<file path="src/rtl/apb_master_arbiter.sv">
// apb_master_arbiter: round-robin share of one APB master port.
// Optional macro APB_ARB_LOCK_EN adds m_lock_i for locked ownership.
module apb_master_arbiter #(
  parameter int NUM_MASTERS    = 2,
  parameter int APB_ADDR_WIDTH = 12,
  parameter int APB_DATA_WIDTH = 8
) (
  input  logic                                   apb_pclk_i,
  input  logic                                   apb_preset_i,
  input  logic [NUM_MASTERS-1:0]                 m_psel_i,
  input  logic [NUM_MASTERS-1:0]                 m_penable_i,
  input  logic [NUM_MASTERS*APB_ADDR_WIDTH-1:0]  m_paddr_i,
  input  logic [NUM_MASTERS-1:0]                 m_pwrite_i,
  input  logic [NUM_MASTERS*APB_DATA_WIDTH-1:0]  m_pwdata_i,
`ifdef APB_ARB_LOCK_EN
  input  logic [NUM_MASTERS-1:0]                 m_lock_i,
`endif
  output logic [APB_DATA_WIDTH-1:0]              m_prdata_o,
  output logic [NUM_MASTERS-1:0]                 m_pready_o,
  output logic [NUM_MASTERS-1:0]                 grant_o,
  output logic                                   apb_psel_o,
  output logic                                   apb_penable_o,
  output logic                                   apb_pwrite_o,
  output logic [APB_ADDR_WIDTH-1:0]              apb_paddr_o,
  output logic [APB_DATA_WIDTH-1:0]              apb_pwdata_o,
  input  logic [APB_DATA_WIDTH-1:0]              apb_prdata_i,
  input  logic                                   apb_pready_i
);

  localparam int N  = NUM_MASTERS;
  localparam int AW = APB_ADDR_WIDTH;
  localparam int DW = APB_DATA_WIDTH;
  localparam int IW = $clog2(N);

  typedef enum logic [1:0] {
    IDLE,
    SETUP,
    ACCESS
  } state_t;

  state_t        state;
  logic [IW-1:0] rr_ptr;
  logic [IW-1:0] g_idx;
  logic [IW-1:0] base;
  logic [IW-1:0] pick;
  logic [IW-1:0] sel_idx;
  logic          found;
  logic          sel_vld;
  logic          done;
  logic          unused_penable;

  // requester PENABLE is only informational here
  assign unused_penable = ^m_penable_i;

  function automatic logic [IW-1:0] nxt(input logic [IW-1:0] v);
    return (v == IW'(N - 1)) ? '0 : v + IW'(1);
  endfunction

`ifdef APB_ARB_LOCK_EN
  logic lock_vld;
  logic lock_hit;

  assign lock_hit = lock_vld && m_psel_i[g_idx];
  assign base     = lock_vld ? nxt(g_idx) : rr_ptr;
  assign sel_vld  = lock_hit | found;
  assign sel_idx  = lock_hit ? g_idx : pick;
`else
  assign base     = rr_ptr;
  assign sel_vld  = found;
  assign sel_idx  = pick;
`endif

  assign done       = (state == ACCESS) && apb_pready_i;
  assign m_pready_o = done ? grant_o : '0;
  assign m_prdata_o = apb_prdata_i;

  // first active request at or above base, wrapping modulo N
  always_comb begin
    int            idx;
    logic [IW-1:0] cand;
    pick  = '0;
    found = 1'b0;
    idx   = 0;
    cand  = '0;
    for (int i = 0; i < N; i++) begin
      idx = int'(base) + i;
      if (idx >= N) idx = idx - N;
      cand = IW'(idx);
      if (!found && m_psel_i[cand]) begin
        found = 1'b1;
        pick  = cand;
      end
    end
  end

  // transfer FSM with registered downstream bus and grant
  always_ff @(posedge apb_pclk_i) begin
    if (apb_preset_i) begin
      state         <= IDLE;
      rr_ptr        <= '0;
      g_idx         <= '0;
      grant_o       <= '0;
      apb_psel_o    <= 1'b0;
      apb_penable_o <= 1'b0;
      apb_pwrite_o  <= 1'b0;
      apb_paddr_o   <= '0;
      apb_pwdata_o  <= '0;
`ifdef APB_ARB_LOCK_EN
      lock_vld      <= 1'b0;
`endif
    end else begin
      unique case (state)
        IDLE: begin
`ifdef APB_ARB_LOCK_EN
          if (lock_vld && !lock_hit) begin
            lock_vld <= 1'b0;
            rr_ptr   <= nxt(g_idx);
          end
`endif
          if (sel_vld) begin
            g_idx        <= sel_idx;
            grant_o      <= N'(1) << sel_idx;
            apb_paddr_o  <= m_paddr_i[sel_idx*AW +: AW];
            apb_pwdata_o <= m_pwdata_i[sel_idx*DW +: DW];
            apb_pwrite_o <= m_pwrite_i[sel_idx];
            apb_psel_o   <= 1'b1;
            state        <= SETUP;
          end
        end
        SETUP: begin
          apb_penable_o <= 1'b1;
          state         <= ACCESS;
        end
        ACCESS: begin
          if (apb_pready_i) begin
            apb_psel_o    <= 1'b0;
            apb_penable_o <= 1'b0;
            grant_o       <= '0;
            state         <= IDLE;
`ifdef APB_ARB_LOCK_EN
            if (m_lock_i[g_idx]) begin
              lock_vld <= 1'b1;
            end else begin
              lock_vld <= 1'b0;
              rr_ptr   <= nxt(g_idx);
            end
`else
            rr_ptr <= nxt(g_idx);
`endif
          end
        end
        default: state <= IDLE;
      endcase
    end
  end

endmodule

</file>
<file path="config.mk">
export PLATFORM = sky130hd
export DESIGN_NAME = apb_master_arbiter
export DESIGN_NICKNAME = d
export VERILOG_FILES = /design/src/rtl/apb_master_arbiter.sv
export SDC_FILE = /design/constraint.sdc
export NUM_CORES = 1
export LEC_CHECK = 0
export ABC_AREA = 1
export CORE_MARGIN = 1.5
export CORE_UTILIZATION = 39
export DETAILED_ROUTE_END_ITERATION = 10
export PLACE_DENSITY = 0.89
export SETUP_SLACK_MARGIN = 0.3
export SLEW_MARGIN = 10
export SYNTH_ARGS = -nofsm -noshare
export SYNTH_HDL_FRONTEND = slang
export SYNTH_SLANG_ARGS = --single-unit
</file>
<file path="constraint.sdc">
create_clock -name apb_pclk_i -period 1.6 [get_ports apb_pclk_i]
set_clock_uncertainty 0.1 [all_clocks]
set_input_delay 0.16 -clock apb_pclk_i [delete_from_list [all_inputs] [get_ports apb_pclk_i]]
set_output_delay 0.16 -clock apb_pclk_i [all_outputs]
set_load 0.01 [all_outputs]
</file>
==> reports/metrics.csv <==
stage,metric,value,unit
synthesis,YS warnings,0,
synthesis,post-synthesis sequential area ratio,0.346,
worst_setup_path,Critical R2R Launch,state[0]$_SDFFE_PP0P_,
cts,maximum clock path buffer count,2,
pwr,internal power,1.53,mW
synthesis,Synth Register Bits,29,
routing,DRC errors left,0,
worst_setup_path,r2r endpoint,apb_paddr_o[11]$_SDFFE_PP0P_,
sta,Final Cycle Share,0.779,
placement,Area after DPL,0.00242,mm2
layout,share of layout cells above drive strength 1,0.0893,
floorplan,Die Width,68.6,um
layout,ANT cells,0,
worst_hold_path,Hold Path Depth,0,
sta,max_slew headroom,0.802,
placement,post-DP HPWL,2990,um
worst_setup_path,crit end category,output pin,
cts,CTS Buf Count,5,
worst_hold_path,Hold Path End,m_prdata_o[5],
worst_setup_path,Crit Path Class,reg2out,
pwr,clock power share,0.300,
routing,Total Wirelength,4280,um
layout,Finished Cell Area,0.00252,mm2
global_routing,first-pass GRT wire length,6340,um
synthesis,cell taking the most area after synthesis,dfxtp_1,
layout,Area growth syn-to-layout,50.1,%
routing,Pre-antenna DRT Iters,4,
worst_hold_path,HP Class,in2out,
sta,RSZ-0062 raised after global routing,true,
synthesis,Post-Syn Nets,336,
synthesis,Post-Syn Area per Cell,6.01,um2
global_routing,met3 usage,0.0471,
pwr,combinational power share,0.309,
run,max_cap viols,0,
routing,via count,1748,
global_routing,met1 usage,0.216,
synthesis,synth top area cells,"dfxtp_1, nand2_1, inv_1, nor2_1, a21oi_1",
worst_setup_path,Worst setup SP type,register,
sta,Hold Slack,0.220,ns
global_routing,pin count of the biggest net entering global routing,37,
worst_hold_path,hold_sp,apb_prdata_i[5],
sta,Worst-Margin Slew,0.296,ns
floorplan,Initial Util,0.413,
global_routing,vias in the first global route,1461,
global_routing,GRT met2 Usage,0.317,
worst_setup_path,critical-path maximum fanout,3,
cts,CTS H-tree depth,2,
pwr,pwr/cell area,866,mW/mm2
placement,Port Buffers,73,
floorplan,DIE AREA,0.00470,mm2
global_routing,initial antenna violation count,0,
floorplan,# IOs,92,
worst_setup_path,worst path required time,1.34,ns
floorplan,row cnt,23,
global_routing,grt ovf,0,
pwr,total power,2.18,mW
worst_setup_path,reg2reg path depth,5,
synthesis,Post-Synthesis Cells,279,
sta,"Slew Viols, Final",0,
cts,clock tree from TritonCTS,done,
layout,"commonest cells after routing, fill and taps aside","nand2_1, inv_1, nor2_1, clkdlybuf4s50_1",
cts,clock slew at reported path FFs,0.07,ns
sta,final hold violation count,0,
pwr,VDD IR max,772,uV
placement,GPL Wtd Cong,0.750,
synthesis,area of the mapped netlist,0.00168,mm2
global_routing,Tot GR Track Use,0.179,
sta,min Tclk post-route,1.25,ns
pwr,sw frac,0.299,
layout,"most common cell after layout, fill and taps aside",nand2_1,
worst_setup_path,WP data arrival,0.99,ns
cts,setup bufs post-CTS,0,
sta,Fmax,0.802,GHz
cts,hold buffers post-CTS,0,
cts,clock tree sinks,29,
routing,Vias/cell,4.40,
layout,Final Net Count,403,
worst_setup_path,r2r setup slk,0.38,ns
status,status,"finished, final reports clean",
cts,Root Buffer,clkbuf_8,
sta,setup violators final,0,
synthesis,Yosys top cell area share,0.346,
floorplan,Core ar.,0.00406,mm2
floorplan,Die Y,68.6,um
pwr,leakage,1.33,nW
global_routing,GR peak layer,met2,
synthesis,Yosys cell types,17,
cts,clk_lat worst skew,0.27,ns
routing,Iter 0 DRT Violations,59,
routing,post-route ant nets,0,
pwr,Psw,651,uW
routing,DR WL/cell,10.8,um
pwr,sequential share of power,0.391,
[per-layer routing]
metal	wire, um	part of all wire
met5	0	0
met4	20	0.0047
met3	251	0.059
met2	2140	0.50
met1	1870	0.44
[state kept, by name (all words and copies together) (netlist names)]
| signal | count |
|---|---|
| apb_psel_o | 1 |
| apb_pwdata_o | 8 |
| apb_pwrite_o | 1 |
| grant_o | 2 |
| state | 2 |
| g_idx | 1 |
| base | 1 |
| apb_paddr_o | 12 |
| apb_penable_o | 1 |
[power by group through the flow]
stage | registers (mW) | clock network, mW | logic, mW
2_1_floorplan | 0.900 | 0 | 0.358
6_report | 0.852 | 0.654 | 0.673
3_3_place_gp | 0.863 | 0 | 0.693
5_1_grt | 0.860 | 0.695 | 0.757
4_1_cts | 0.852 | 0.673 | 0.658
3_5_place_dp | 0.869 | 0 | 0.706
[layout make-up]
type | instances | area [um2]
flip-flops and latches | 29 | 583
repair buffers | 82 | 803
clock buffers | 7 | 96.3
well taps | 50 | 62.6
multi-input cells | 176 | 771
fillers | 378 | 1540
inverters | 52 | 195
clock inverters | 1 | 5.00
[how the worst max path moves through the flow]
| stage | startpoint | endpoint | slack [ns] | cells after the start |
|---|---|---|---|---|
| after global placement | apb_pready_i | m_pready_o[0] | -0.07 | 4 |
| after global routing | state[0]$_SDFFE_PP0P_ | apb_paddr_o[7]$_SDFFE_PP0P_ | 0.29 | 5 |
| final | state[0]$_SDFFE_PP0P_ | m_pready_o[0] | 0.35 | 4 |
| after CTS | apb_pready_i | m_pready_o[0] | 0.23 | 4 |
| after detailed placement | apb_pready_i | m_pready_o[0] | -0.07 | 4 |
| after floorplan | state[0]$_SDFFE_PP0P_ | apb_paddr_o[4]$_SDFFE_PP0P_ | 0.51 | 6 |
[Yosys cell counts (all sizes together)]
master / number
dfxtp: 29
o21ai: 2
nand2: 73
nand4: 1
nand3b: 1
nand3: 24
inv: 52
clkbuf: 2
a21oi: 27
nor2: 47
buf: 21
[kinds of logic after synthesis]
| group | share of synthesized area |
|---|---|
| and+or+nand+nor | 0.359 |
| buffers and inverters | 0.208 |
| DFF | 0.346 |
| AOI/OAI and AO/OA | 0.0866 |
[per-stage QoR]
stage	setup TNS [ns]	setup WS [ns]	cells	util
after CTS	0	0.227	396	0.614
after global placement	-0.132	-0.0668	388	0.597
after floorplan	0	0.510	279	-
final	0	0.353	397	0.620
after global routing	0	0.293	397	0.620
after detailed placement	-0.130	-0.0681	388	0.597
[worst max-delay path: stages (launching register included)]
cell and delay [ns]:
dfxtp_2 0.34, inv_2 0.08, nand3_2 0.08, nor2_1 0.09
clkbuf_2 0.13
[what timing repair did]
action | CTS | global route
pin swaps | 0 | 3
gates resized for setup | 34 | 10
gates cloned | 0 | 1
endpoints found under the setup margin | 27 | 24
(Power assumes the default switching activity.)
